[src/rtl/spi_byte_rx_pkg.sv]
// spi_byte_rx_pkg: shared state encoding and byte/DC constants for the SPI byte receiver.
package spi_byte_rx_pkg;
    typedef enum logic {ST_IDLE = 1'b0, ST_ACTIVE = 1'b1} state_t;
    localparam int BYTE_W = 8;
    localparam int BIT_W = $clog2(BYTE_W);
    localparam logic DC_CMD = 1'b0;
    localparam logic DC_DATA = 1'b1;
endpackage

[src/rtl/spi_byte_rx_sync_edge.sv]
// spi_byte_rx_sync_edge: N-stage synchroniser with optional history flop for edge detection.
module spi_byte_rx_sync_edge #(
    parameter int STAGES = 2,
    parameter bit RST_VAL = 1'b0,
    parameter bit HIST = 1'b1
) (
    input  logic clk,
    input  logic rst_n,
    input  logic d_i,
    output logic level_o,
    output logic rise_o,
    output logic fall_o
);
    logic [STAGES-1:0] sync_q;
    always_ff @(posedge clk or negedge rst_n) begin
        if (!rst_n) sync_q <= {STAGES{RST_VAL}};
        else        sync_q <= {sync_q[STAGES-2:0], d_i};
    end
    assign level_o = sync_q[STAGES-1];
    generate
        if (HIST) begin : g_hist
            logic hist_q;
            always_ff @(posedge clk or negedge rst_n) begin
                if (!rst_n) hist_q <= RST_VAL;
                else        hist_q <= level_o;
            end
            assign rise_o = level_o & ~hist_q;
            assign fall_o = ~level_o & hist_q;
        end else begin : g_nohist
            assign rise_o = 1'b0;
            assign fall_o = 1'b0;
        end
    endgenerate
endmodule

[src/rtl/spi_byte_rx.sv]
// spi_byte_rx: oversampled SPI mode-0 slave byte receiver with D/C capture and frame pulses.
module spi_byte_rx
    import spi_byte_rx_pkg::*;
#(
    parameter bit CS_ACTIVE_LOW = 1'b1,
    parameter int SYNC_STAGES = 2,
    parameter int CNT_W = 16
) (
    input  logic             clk,
    input  logic             Rst_n,
    input  logic             spi_sclk_in,
    input  logic             spi_mosi_in,
    input  logic             spi_cs_in,
    input  logic             dc_in,
    output logic [7:0]       data_out,
    output logic             write,
    output logic             dc_out,
    output logic             frame_start,
    output logic             frame_end,
    output logic             frame_err,
    output logic [CNT_W-1:0] byte_cnt
);
    logic sclk_rise, sclk_lvl_unused, sclk_fall_unused;
    logic cs_act, cs_rise, cs_fall;
    logic mosi_s, mosi_rise_unused, mosi_fall_unused;
    logic dc_s, dc_rise_unused, dc_fall_unused;
    logic cs_raw;
    assign cs_raw = CS_ACTIVE_LOW ? ~spi_cs_in : spi_cs_in;

    spi_byte_rx_sync_edge #(.STAGES(SYNC_STAGES), .RST_VAL(1'b0), .HIST(1'b1)) u_sclk (
        .clk(clk), .rst_n(Rst_n), .d_i(spi_sclk_in),
        .level_o(sclk_lvl_unused), .rise_o(sclk_rise), .fall_o(sclk_fall_unused));
    spi_byte_rx_sync_edge #(.STAGES(SYNC_STAGES), .RST_VAL(1'b0), .HIST(1'b1)) u_cs (
        .clk(clk), .rst_n(Rst_n), .d_i(cs_raw),
        .level_o(cs_act), .rise_o(cs_rise), .fall_o(cs_fall));
    spi_byte_rx_sync_edge #(.STAGES(SYNC_STAGES), .RST_VAL(1'b0), .HIST(1'b0)) u_mosi (
        .clk(clk), .rst_n(Rst_n), .d_i(spi_mosi_in),
        .level_o(mosi_s), .rise_o(mosi_rise_unused), .fall_o(mosi_fall_unused));
    spi_byte_rx_sync_edge #(.STAGES(SYNC_STAGES), .RST_VAL(1'b0), .HIST(1'b0)) u_dc (
        .clk(clk), .rst_n(Rst_n), .d_i(dc_in),
        .level_o(dc_s), .rise_o(dc_rise_unused), .fall_o(dc_fall_unused));

    // A frame may only start after CS has been seen inactive once the synchroniser holds real pin samples.
    logic [SYNC_STAGES-1:0] warm_q;
    logic armed_q;
    state_t state_q, state_d;
    logic [BYTE_W-1:0] shift_q, shift_d, data_q, data_d;
    logic [BIT_W-1:0] bit_q, bit_d;
    logic [CNT_W-1:0] byte_q, byte_d;
    logic dc_q, dc_d, done_q, done_d, write_q;
    logic fs_q, fs_d, fe_q, fe_d, ferr_q, ferr_d;

    always_ff @(posedge clk or negedge Rst_n) begin
        if (!Rst_n) begin
            warm_q  <= '0;
            armed_q <= 1'b0;
            state_q <= ST_IDLE;
            shift_q <= '0;
            data_q  <= '0;
            bit_q   <= '0;
            byte_q  <= '0;
            dc_q    <= DC_CMD;
            done_q  <= 1'b0;
            write_q <= 1'b0;
            fs_q    <= 1'b0;
            fe_q    <= 1'b0;
            ferr_q  <= 1'b0;
        end else begin
            warm_q  <= {warm_q[SYNC_STAGES-2:0], 1'b1};
            armed_q <= armed_q | (warm_q[SYNC_STAGES-1] & ~cs_act);
            state_q <= state_d;
            shift_q <= shift_d;
            data_q  <= data_d;
            bit_q   <= bit_d;
            byte_q  <= byte_d;
            dc_q    <= dc_d;
            done_q  <= done_d;
            write_q <= done_q;
            fs_q    <= fs_d;
            fe_q    <= fe_d;
            ferr_q  <= ferr_d;
        end
    end

    always_comb begin
        state_d = state_q;
        shift_d = shift_q;
        data_d  = data_q;
        bit_d   = bit_q;
        byte_d  = byte_q;
        dc_d    = dc_q;
        done_d  = 1'b0;
        fs_d    = 1'b0;
        fe_d    = 1'b0;
        ferr_d  = 1'b0;
        if (state_q == ST_IDLE) begin
            if (cs_rise && armed_q) begin
                state_d = ST_ACTIVE;
                fs_d    = 1'b1;
                bit_d   = '0;
                byte_d  = '0;
            end
        end else if (cs_fall) begin
            // CS release takes priority over a coincident SCLK edge.
            state_d = ST_IDLE;
            fe_d    = 1'b1;
            ferr_d  = (bit_q != '0);
            bit_d   = '0;
        end else if (sclk_rise) begin
            shift_d = {shift_q[BYTE_W-2:0], mosi_s};
            bit_d   = bit_q + BIT_W'(1);
            if (bit_q == BIT_W'(BYTE_W - 1)) begin
                data_d = {shift_q[BYTE_W-2:0], mosi_s};
                dc_d   = dc_s;
                done_d = 1'b1;
                byte_d = (&byte_q) ? byte_q : byte_q + CNT_W'(1);
            end
        end
    end

    assign data_out    = data_q;
    assign dc_out      = dc_q;
    assign write       = write_q;
    assign frame_start = fs_q;
    assign frame_end   = fe_q;
    assign frame_err   = ferr_q;
    assign byte_cnt    = byte_q;
endmodule

[config.mk]
export PLATFORM = sky130hd
export DESIGN_NAME = spi_byte_rx
export DESIGN_NICKNAME = d
export VERILOG_FILES = /design/src/rtl/spi_byte_rx_pkg.sv /design/src/rtl/spi_byte_rx_sync_edge.sv /design/src/rtl/spi_byte_rx.sv
export SDC_FILE = /design/constraint.sdc
export NUM_CORES = 1
export LEC_CHECK = 0
export BUFFER_PORTS_ARGS = -buffer_cell sky130_fd_sc_hd__buf_2
export CAP_MARGIN = 20
export CORE_MARGIN = 2
export CORE_UTILIZATION = 30
export CTS_CLUSTER_SIZE = 16
export DETAILED_ROUTE_END_ITERATION = 10
export GPL_TIMING_DRIVEN = 0
export PLACE_DENSITY_LB_ADDON = 0.25
export SLEW_MARGIN = 20
export SYNTH_ARGS = -nofsm -noshare
export SYNTH_HDL_FRONTEND = slang
export SYNTH_SLANG_ARGS = --single-unit
export TNS_END_PERCENT = 50
[constraint.sdc]
create_clock -name clk -period 2.35 [get_ports clk]
set_input_delay 0.1175 -clock clk [delete_from_list [all_inputs] [get_ports clk]]
set_output_delay 0.1175 -clock clk [all_outputs]
set_load 0.02 [all_outputs]
# After elaboration in Yosys (flattened, before gate mapping)
# Cells that the tools add are included.
dict set report classes {
  add_sub_neg 2
  eq_ne 6
  muxes 22
  n_bitwise 10
  reduce_logical 8
}
# op count
set op_table {}
lappend op_table {{$mux 16} 6}
lappend op_table {{$add 16x1->16 const B} 1}
lappend op_table {{$reduce_and 16->1} 1}
lappend op_table {{$mux 1} 12}
lappend op_table {{$mux 3} 4}
lappend op_table {{$ne 2x2->1 const B} 3}
lappend op_table {{$not 1->1} 5}
lappend op_table {{$reduce_and 5->1} 1}
lappend op_table {{$and 1x1->1} 4}
lappend op_table {{$reduce_and 4->1} 1}
lappend op_table {{$add 3x1->3 const B} 1}
lappend op_table {{$eq 3x3->1 const B} 1}
lappend op_table {{$ne 3x3->1 const B} 1}
lappend op_table {{$reduce_and 3->1} 1}
lappend op_table {{$reduce_bool 3->1} 1}
lappend op_table {{$ne 2x1->1 const B} 1}
lappend op_table {{$reduce_and 2->1} 1}
lappend op_table {{$reduce_bool 2->1} 1}
lappend op_table {{$logic_and 1x1->1} 1}
lappend op_table {{$or 1x1->1} 1}
dict set report totals {
  register_bits 54
  input_bits 6
  elab_cells 67
}

# Depth between registers and ports, before layout
# Gate-level depths: netlist of the first run.
dict set report depth {
  depth_word 6
  ltp_mapped 8
}

# Modules after synthesis
# A second synthesis of the first run with hierarchy kept.
dict set report hier_totals {
  cells_unflattened 223
  area_unflattened_um2 2384.8
}
# mod instances cells_each area_per_inst_um2 seq_area_each_um2
set by_module_without_submodules {}
lappend by_module_without_submodules {spi_byte_rx 1 203 2067.0 1101.1}
lappend by_module_without_submodules {{spi_byte_rx_sync_edge (u_cs ...)} 2 5 90.1 75.1}
lappend by_module_without_submodules {{spi_byte_rx_sync_edge (u_dc ...)} 2 5 68.8 50.0}

# Least setup slack after synthesis of the first run
# OpenSTA, ideal clock, no wires.
dict set report synth_path {
  kind {reg-to-reg}
  from {reg byte_q[0] (netlist: byte_cnt[0])}
  to {reg byte_q[5] (netlist: byte_cnt[5])}
  setup_ps 82
  arrival_ps 1786
  required_time_ps 2268
  setup_slack_ps 482
  path_stages_with_launch 9
  n_path_buf 2
  cell_sequence {dfrtp_1 ha_1 and2_1 and2_1 a31oi_2 buf_4 buf_4 a21oi_1 a31oi_1}
}
dict set report synth_via {
  elab_chain_len 6
}
# element line_no
set synth_lines {}
lappend synth_lines {{from (decl)} spi_byte_rx.sv:49} ;# logic [CNT_W-1:0] byte_q, byte_d;
lappend synth_lines {{from (signal assigned)} spi_byte_rx.sv:75} ;# byte_q <= byte_d;
lappend synth_lines {{$add 16x1->16} spi_byte_rx.sv:116} ;# byte_d = (&byte_q) ? byte_q : byte_q + CNT_W'(1);
lappend synth_lines {{$mux 16} spi_byte_rx.sv:116}
lappend synth_lines {{$mux 16} spi_byte_rx.sv:112} ;# if (bit_q == BIT_W'(BYTE_W - 1)) begin
lappend synth_lines {{$mux 16} spi_byte_rx.sv:109} ;# end else if (sclk_rise) begin
lappend synth_lines {{$mux 16} spi_byte_rx.sv:103} ;# end else if (cs_fall) begin
lappend synth_lines {{$mux 16} spi_byte_rx.sv:96} ;# if (state_q == ST_IDLE) begin
# Parallel ways exist; a longest one is shown, timed or not. The select of a mux whose other input is x is not followed.
# A chain may end at the register's enable or synchronous reset.

# Worst setup path after layout of the first run
dict set report layout_path {
  from {reg byte_q[0] (netlist: byte_cnt[0])}
  to {reg byte_q[10] (netlist: byte_cnt[10])}
}
# The elaborated chain is that of the path after synthesis.

==> metrics, run 1 <==
setup TNS 0 ps; CP required 2530 ps; largest area contributor in the netlist dfrtp_1; gpl congestion 0.768; clock latency on the worst-skew pair 310 ps; Chip Width 90.9 um; Synth area leaders dfrtp_1 (60%), mux2_2 (8.5%), nand2_1 (2.8%); clk slew on worst S/H paths 100 ps; share of power burned in registers 60.0%; Die Ht 90.9 um; Hold Fails Final Rpt 0; TritonCTS clock tree done; number of enable flip-flop cells after synthesis 0; Placed Cells 322; largest net degree at the start of global routing 55; Net Sw Frac 24.3%; # clock sinks 54; CP startpoint kind flip-flop; GRT Residual Overflow 0; crit-path max FO 8; GR Util All Layers 11.2%; fraction of registers with async set/reset 100%; R2R Path End byte_cnt[10]; Synth Net Count 199; worst hold path depth 0; most frequent cells after synthesis dfrtp_1 (54), mux2_2 (17), nand2_1 (17); initial DRC count 45; CP max stage cell dfrtp_1; max_cap viols 0; share of cells above drive strength 1 30.5%; cts bufs inserted 5; Max-slew headroom 55.2%; top_reg_cell synth dfrtp_1; Synth top area share 59.7%; CTS root buffer clkbuf_8; Final Slew Violations 0; period utilization 87.6%; CP peak stage delay 440 ps; Layout Utilization 37.1%; number of global-route vias before repair 1571; Pre-antenna DRT Iters 4; initial antenna violation count 0; Initial Utilization 31.0%; Cell Count, Final, Fillers Out 335; worst r2r path cells 7; Hold Path End warm_q[1]; worst hold path class flip-flop to flip-flop; Post-Route WL 4.30 mm; Final Skew 3.82 ps; DR WL/cell 12.8 um; worst hold start warm_q[0]; Mapped Area 0.00226 mm2; Netlist cell types 41; P_leak 0.00134 uW; Worst Tran Pin Value 672 ps; CP Class flip-flop to flip-flop; CP Capture Type flip-flop; Ports 35; net count reported at finish 245; DRC violations left 0; Pwr Density 641 mW/mm2; Seq/Total Area, Yosys 59.7%; RSZ-0062 raised after global routing false; port buffer count 34; Switch Pwr 422 uW; Post-CTS Setup Repair Bufs 0; r2r setup slk 290 ps; internal power 1310 uW; clock buffer depth 2; synthesized area per cell 12.0 um2; Synth Instances 189; CP cell instances ha_1, and2_1, and2_1, a31oi_2, or2_1, clkbuf_1, a31oi_1; core area 0.00729 mm2; global-route wire length before repair 7.53 mm; minimum clock period 2060 ps; Logic pwr share 7.9%; final setup fails 0; n_diodes 0; clock share of power 32.1%; Fmax 486 MHz; R2R Path Start byte_cnt[0]; Critical Path AT 2240 ps; crit-path most repeated cell and2_1; number of H-tree levels 2; final antenna-violating net count 0; total power 1740 uW; Area growth, synth to finish 19.7%; most common cell in the netlist dfrtp_1; vias post-DR 1546; Vias/cell 4.61; Rows 31; die area 0.00826 mm2; placed wire-length estimate 2.89 mm; VDD IR max 0.347 mV; Ys Warns 0; Seq cells post-synth 54; outcome finished, final reports clean
routing by layer:
| layer | GRT usage (%) | wire, um |
|---|---|---|
| met1 | 15.3 | 2190 |
| met2 | 17.4 | 1870 |
| met3 | 2.92 | 196 |
| met4 | 3.41 | 47 |
| met5 | 0 | 0 |
layout by cell type (no fill, tap or decap), types with 2 or more instances in the layout:
cell           instances
o31a_1                 2
and3_1                 6
dfrtp_1               54
nor2_1                 6
mux2_2                17
clkbuf_8               6
a31oi_1                9
buf_2                 35
and2_1                 4
inv_1                 11
a21oi_1                6
nand4_1                4
nand2b_1               2
a41oi_1                3
nand3_1                6
nand2_1               17
dlygate4sd3_1          5
o21ai_1                5
o21ai_0                7
buf_4                  3
ha_1                   4
power by group through the flow:
stage               combinational, uW  sequential, uW  clock, uW
global placement                  132            1060          0
floorplan                        90.2            1050          0
global route                      157            1050        622
CTS                               141            1040        584
finish                            137            1040        556
detailed placement                135            1060          0
critical path: cells and delay by family, from the launching register on:
kind / cells / cell delay [ps]
buffers and inverters: 1 / 320
AOI/OAI and AO/OA: 2 / 390
DFF: 1 / 440
adders and majority gates: 1 / 260
and+or+nand+nor: 3 / 510
worst max-delay path by stage:
stage                         to         from
floorplan            byte_cnt[5]  byte_cnt[0]
global placement    byte_cnt[10]  byte_cnt[0]
detailed placement   byte_cnt[8]  byte_cnt[0]
CTS                 byte_cnt[10]  byte_cnt[0]
global route        byte_cnt[10]  byte_cnt[0]
finish              byte_cnt[10]  byte_cnt[0]
cell families after synthesis:
family	Yosys count	share of synthesized area [%]
and+or+nand+nor	55	13.7
DFF	54	59.7
AOI/OAI and AO/OA	41	12.2
buffers and inverters	17	3.59
muxes	17	8.46
adders and majority gates	4	2.21
other	1	0.166
sequential cells by signal, indices dropped and copies added, names as in the netlist, 2 cells and up:
| signal | count |
|---|---|
| bit_q | 3 |
| byte_cnt | 16 |
| data_out | 8 |
| shift_q | 7 |
| u_cs.sync_q | 2 |
| u_dc.sync_q | 2 |
| u_mosi.sync_q | 2 |
| u_sclk.sync_q | 2 |
| warm_q | 2 |
metrics by stage:
| step | hold slack, ps | worst slack (ps) | instance area (um2) |
|---|---|---|---|
| 3_3_place_gp | 226 | 309 | 2560 |
| 3_5_place_dp | 211 | 330 | 2560 |
| 5_1_grt | 365 | 63.5 | 2710 |
| 4_1_cts | 359 | 300 | 2710 |
| 2_1_floorplan | -178 | 482 | 2260 |
| 6_report | 355 | 291 | 2710 |
cell type report:
type                    count  area, um2
fillers                   762       4580
flip-flops and latches     54       1350
multi-input cells         118        831
repair buffers             39        223
well taps                  99        124
clock buffers               6       82.6
inverters                  11       41.3
plain buffers               6       40.0
clock inverters             2       16.3
timing repair:
action / CTS / global route
resized for setup: 0 / 0
endpoints found under the hold margin: 58 / 0
hold buffers: 5 / 0
No activity file was read; power rests on OpenSTA's default activity.
==> run 2, diff against run 1 <==
--- a/config.mk
+++ b/config.mk
@@ -6,5 +6,4 @@
 export NUM_CORES = 1
 export LEC_CHECK = 0
-export BUFFER_PORTS_ARGS = -buffer_cell sky130_fd_sc_hd__buf_2
 export CAP_MARGIN = 20
 export CORE_MARGIN = 2
@@ -12,4 +11,5 @@
 export CTS_CLUSTER_SIZE = 16
 export DETAILED_ROUTE_END_ITERATION = 10
+export DONT_BUFFER_PORTS = 1
 export GPL_TIMING_DRIVEN = 0
 export PLACE_DENSITY_LB_ADDON = 0.25
==> constraint.sdc (replaced) <==
create_clock -name clk -period 2.35 [get_ports clk]
set_input_delay 0.235 -clock clk [delete_from_list [all_inputs] [get_ports clk]]
set_output_delay 0.235 -clock clk [all_outputs]
set_load 0.02 [all_outputs]
==> metrics, run 2 (same netlist as run 1, synthesis figures left out) <==
setup TNS 0 ps; largest net degree at the start of global routing 55; CP Capture Type flip-flop; placed wire-length estimate 2.87 mm; Rows 31; period utilization 92.4%; Reg area 0.00135 mm2; port buffer count 0; number of H-tree levels 2; net count reported at finish 212; max_cap viols 0; Vias/cell 4.83; Die Ht 90.9 um; gpl congestion 0.790; Ports 35; Pre-antenna DRT Iters 4; clock latency on the worst-skew pair 310 ps; # clock sinks 54; Worst Tran Pin Value 716 ps; Fmax 460 MHz; crit-path max FO 10; CP startpoint kind flip-flop; cts bufs inserted 5; outcome finished, final reports clean; GR Util All Layers 11.2%; global-route wire length before repair 7.47 mm; minimum clock period 2170 ps; core area 0.00729 mm2; Final Skew 8.57 ps; Pwr Density 706 mW/mm2; clk slew on worst S/H paths 100 ps; Final Slew Violations 0; multi-input logic area 831 um2; share of cells above drive strength 1 19.2%; vias post-DR 1460; initial DRC count 47; DR WL/cell 14.2 um; Critical Path AT 2400 ps; post-place instance area 0.00239 mm2; Post-CTS Setup Repair Bufs 0; P_leak 0.00119 uW; DRC violations left 0; max FFs per register 16; leading cell type in the layout, fill and taps excluded dfrtp_1; CP Class flip-flop to flip-flop; Max-slew headroom 52.1%; GRT Residual Overflow 0; VDD IR max 0.352 mV; final setup fails 0; Area growth, synth to finish 14.0%; CP cell instances ha_1, and2_1, and2_1, a31oi_2, buf_4, buf_4, a21oi_1, a31oi_1; CP max stage cell dfrtp_1; fill cell count 749; clock buffer depth 2; number of global-route vias before repair 1480; Hold Fails Final Rpt 0; n_diodes 0; die area 0.00826 mm2; most frequent cells in the layout dfrtp_1 (54), nand2_1 (17), mux2_2 (17); Initial Utilization 31.0%; TritonCTS clock tree done; initial antenna violation count 0; worst hold path class flip-flop to flip-flop; Chip Width 90.9 um; CTS root buffer clkbuf_8; final instance area 0.00258 mm2; final antenna-violating net count 0; Post-Route WL 4.29 mm; RSZ-0062 raised after global routing false; CP required 2580 ps; CP peak stage delay 510 ps
-- run 2: changes by cell type in the layout (fill, tap and decap cells not counted), sizes merged --
| cell | previous run | this run |
|---|---|---|
| buf | 39 | 6 |
| bufinv | 0 | 1 |
| clkbuf | 7 | 6 |
| clkinv | 0 | 1 |
| clkinvlp | 1 | 0 |
-- run 2: layer usage --
layer / vias up / track usage (%) / part of all wire [%]
met2: 37 / 16.5 / 43
li1: 701 / - / -
met4: 0 / 3.03 / 0.98
met5: - / 0 / 0
met1: 715 / 15.5 / 49
met3: 7 / 4.01 / 6.8
-- run 2: final cells by class --
class                   instances  share of cell area (%)
clock inverters                 3                    1.84
flip-flops and latches         54                    52.4
clock buffers                   5                    2.67
multi-input cells             118                    32.2
plain buffers                   6                    1.55
well taps                      99                    4.80
inverters                      11                    1.60
repair buffers                  6                    3.01
-- run 2: path summary, 6_finish.rpt --
check / from / endpoint / slack [ps] / depth (start not counted)
max: byte_cnt[0] / byte_cnt[5] / 180 / 8
min: u_mosi.sync_q[0] / u_mosi.sync_q[1] / 360 / 0
max reg2reg: byte_cnt[0] / byte_cnt[5] / 180 / 8
min reg2reg: u_mosi.sync_q[0] / u_mosi.sync_q[1] / 360 / 0
max in group asynchronous: Rst_n / byte_cnt[1] / 1660 / 2
min in group asynchronous: Rst_n / u_cs.sync_q[0] / 460 / 2
-- run 2: critical path, delay by kind of cell (launching register included) --
family                     cells  cell delay [ps]
AOI/OAI and AO/OA              3              490
adders and majority gates      1              300
buffers and inverters          2              400
DFF                            1              510
and+or+nand+nor                2              380
-- run 2: metrics by stage --
step | setup slack (ps) | hold WS (ps) | cells | total power [uW] | util (%)
6_report | 178 | 358 | 302 | 1820 | 35.4
5_1_grt | 11.3 | 370 | 302 | 1910 | 35.4
4_1_cts | 177 | 361 | 302 | 1860 | 35.4
3_5_place_dp | 207 | -59.5 | 288 | 1170 | 32.7
3_3_place_gp | 213 | -59.5 | 288 | 1170 | 32.7
2_1_floorplan | 482 | -60.6 | 189 | 1140 | -
-- run 2: what timing repair did --
item	in CTS	in global routing
hold endpoints to repair	58	0
endpoints found under the setup margin	0	0
gates resized for setup	0	0
hold buffers	6	0
-- run 2: power by group --
part,leakage [uW],internal [uW],switching (uW)
Clock,0.0000587,323,321
Sequential,0.000708,999,47.0
Combinational,0.000418,69.8,62.1
Total,0.00119,1390,430
==> run 3, diff against run 2 <==
Settings changed: CORE_UTILIZATION 30 to 35.
==> metrics, run 3 (same netlist as run 1, synthesis figures left out) <==
post-place instance area 0.00236 mm2; Chip Width 84.4 um; clk slew on worst S/H paths 100 ps; number of H-tree levels 2; initial DRC count 57; share of cells above drive strength 1 19.2%; Hold Fails Final Rpt 0; Fmax 461 MHz; Pwr Density 672 mW/mm2; gpl congestion 0.819; Ports 35; GR Util All Layers 12.6%; cts bufs inserted 5; CTS hold repair buffers 6; placed wire-length estimate 2.78 mm; outcome finished, final reports clean; vias post-DR 1444; setup TNS 0 ps; CP Class flip-flop to flip-flop; Final Slew Violations 0; final setup fails 0; CP startpoint kind flip-flop; Post-Route WL 4.15 mm; CP Capture Type flip-flop; max FFs per register 16; Final Worst Setup Slack 179 ps; global-route wire length before repair 7.16 mm; core area 0.00631 mm2; final antenna-violating net count 0; initial antenna violation count 0; port buffer count 0; worst hold path depth 0; worst r2r path cells 7; CTS root buffer clkbuf_8; most frequent cells in the layout dfrtp_1 (54), nand2_1 (17), mux2_2 (17); GRT Residual Overflow 0; clock buffer depth 2; Area growth, synth to finish 11.7%; VDD IR max 0.376 mV; worst hold path class flip-flop to flip-flop; TritonCTS clock tree done; Max-slew headroom 55.2%; Post-CTS Setup Repair Bufs 0; post-CTS sizing 0; DRC violations left 0; final instance area 0.00253 mm2; DR WL/cell 14.8 um; largest net degree at the start of global routing 55; RSZ-0062 raised after global routing false; pre-CTS setup slack 220 ps; total power 1700 uW; Initial Utilization 35.9%; die area 0.00713 mm2; net count reported at finish 212; minimum clock period 2170 ps; Vias/cell 5.16; Pre-antenna DRT Iters 4; Critical Path AT 2350 ps; Final Skew 9.87 ps; period utilization 92.4%; number of global-route vias before repair 1437; Rows 29; Layout Utilization 40.0%; crit-path max FO 8; Die Ht 84.4 um; P_leak 0.00117 uW; CP required 2530 ps; leading cell type in the layout, fill and taps excluded dfrtp_1; # clock sinks 54; clock latency on the worst-skew pair 310 ps; Worst Tran Pin Value 669 ps; max_cap viols 0; n_diodes 0
## run 3: cell count changes in the layout (fill, tap and decap cells not counted), sizes merged
cell      change
bufinv        -1
clkinv        +1
inv           -1
clkinvlp      +1
## run 3: path summary, 6_finish.rpt
kind	startpoint	endpoint	slack, ps
setup / recovery	byte_cnt[0]	byte_cnt[10]	180
min in group asynchronous	Rst_n	byte_cnt[12]	420
hold reg to reg	u_dc.sync_q[0]	u_dc.sync_q[1]	350
max in group asynchronous	Rst_n	byte_cnt[7]	1660
setup reg to reg	byte_cnt[0]	byte_cnt[10]	180
hold / removal	u_dc.sync_q[0]	u_dc.sync_q[1]	350
## run 3: layer usage
metal / GRT usage [%] / up-vias / wire length (um)
li1: - / 699 / -
met1: 16.2 / 702 / 2020
met2: 18.8 / 35 / 1790
met3: 5.60 / 8 / 292
met4: 4.76 / 0 / 55
met5: 0 / - / 0
## run 3: where the power goes
group          switching [uW]  total, uW  internal (uW)
clock                     308        518            210
sequential               47.3       1050            999
combinational            62.9        133           70.2
## run 3: metrics by stage
step                cells  hold WS (ps)
finish                280           353
global route          280           363
CTS                   280           358
detailed placement    266         -59.5
global placement      266         -59.5
floorplan             189         -60.6
## run 3: layout make-up
| cell class | count | area (um2) |
|---|---|---|
| fillers | 620 | 3790 |
| flip-flops and latches | 54 | 1350 |
| multi-input cells | 118 | 831 |
| well taps | 77 | 96.3 |
| repair buffers | 6 | 77.6 |
| clock buffers | 5 | 68.8 |
| inverters | 11 | 41.3 |
| plain buffers | 6 | 40.0 |
| clock inverters | 3 | 21.3 |
## run 3: critical path, stage by stage (launching register included)
cell and delay [ps]:
dfrtp_1 510, ha_1 300, and2_1 170, and2_1 210
a31oi_2 250, or2_1 130, clkbuf_1 320, a31oi_1 150
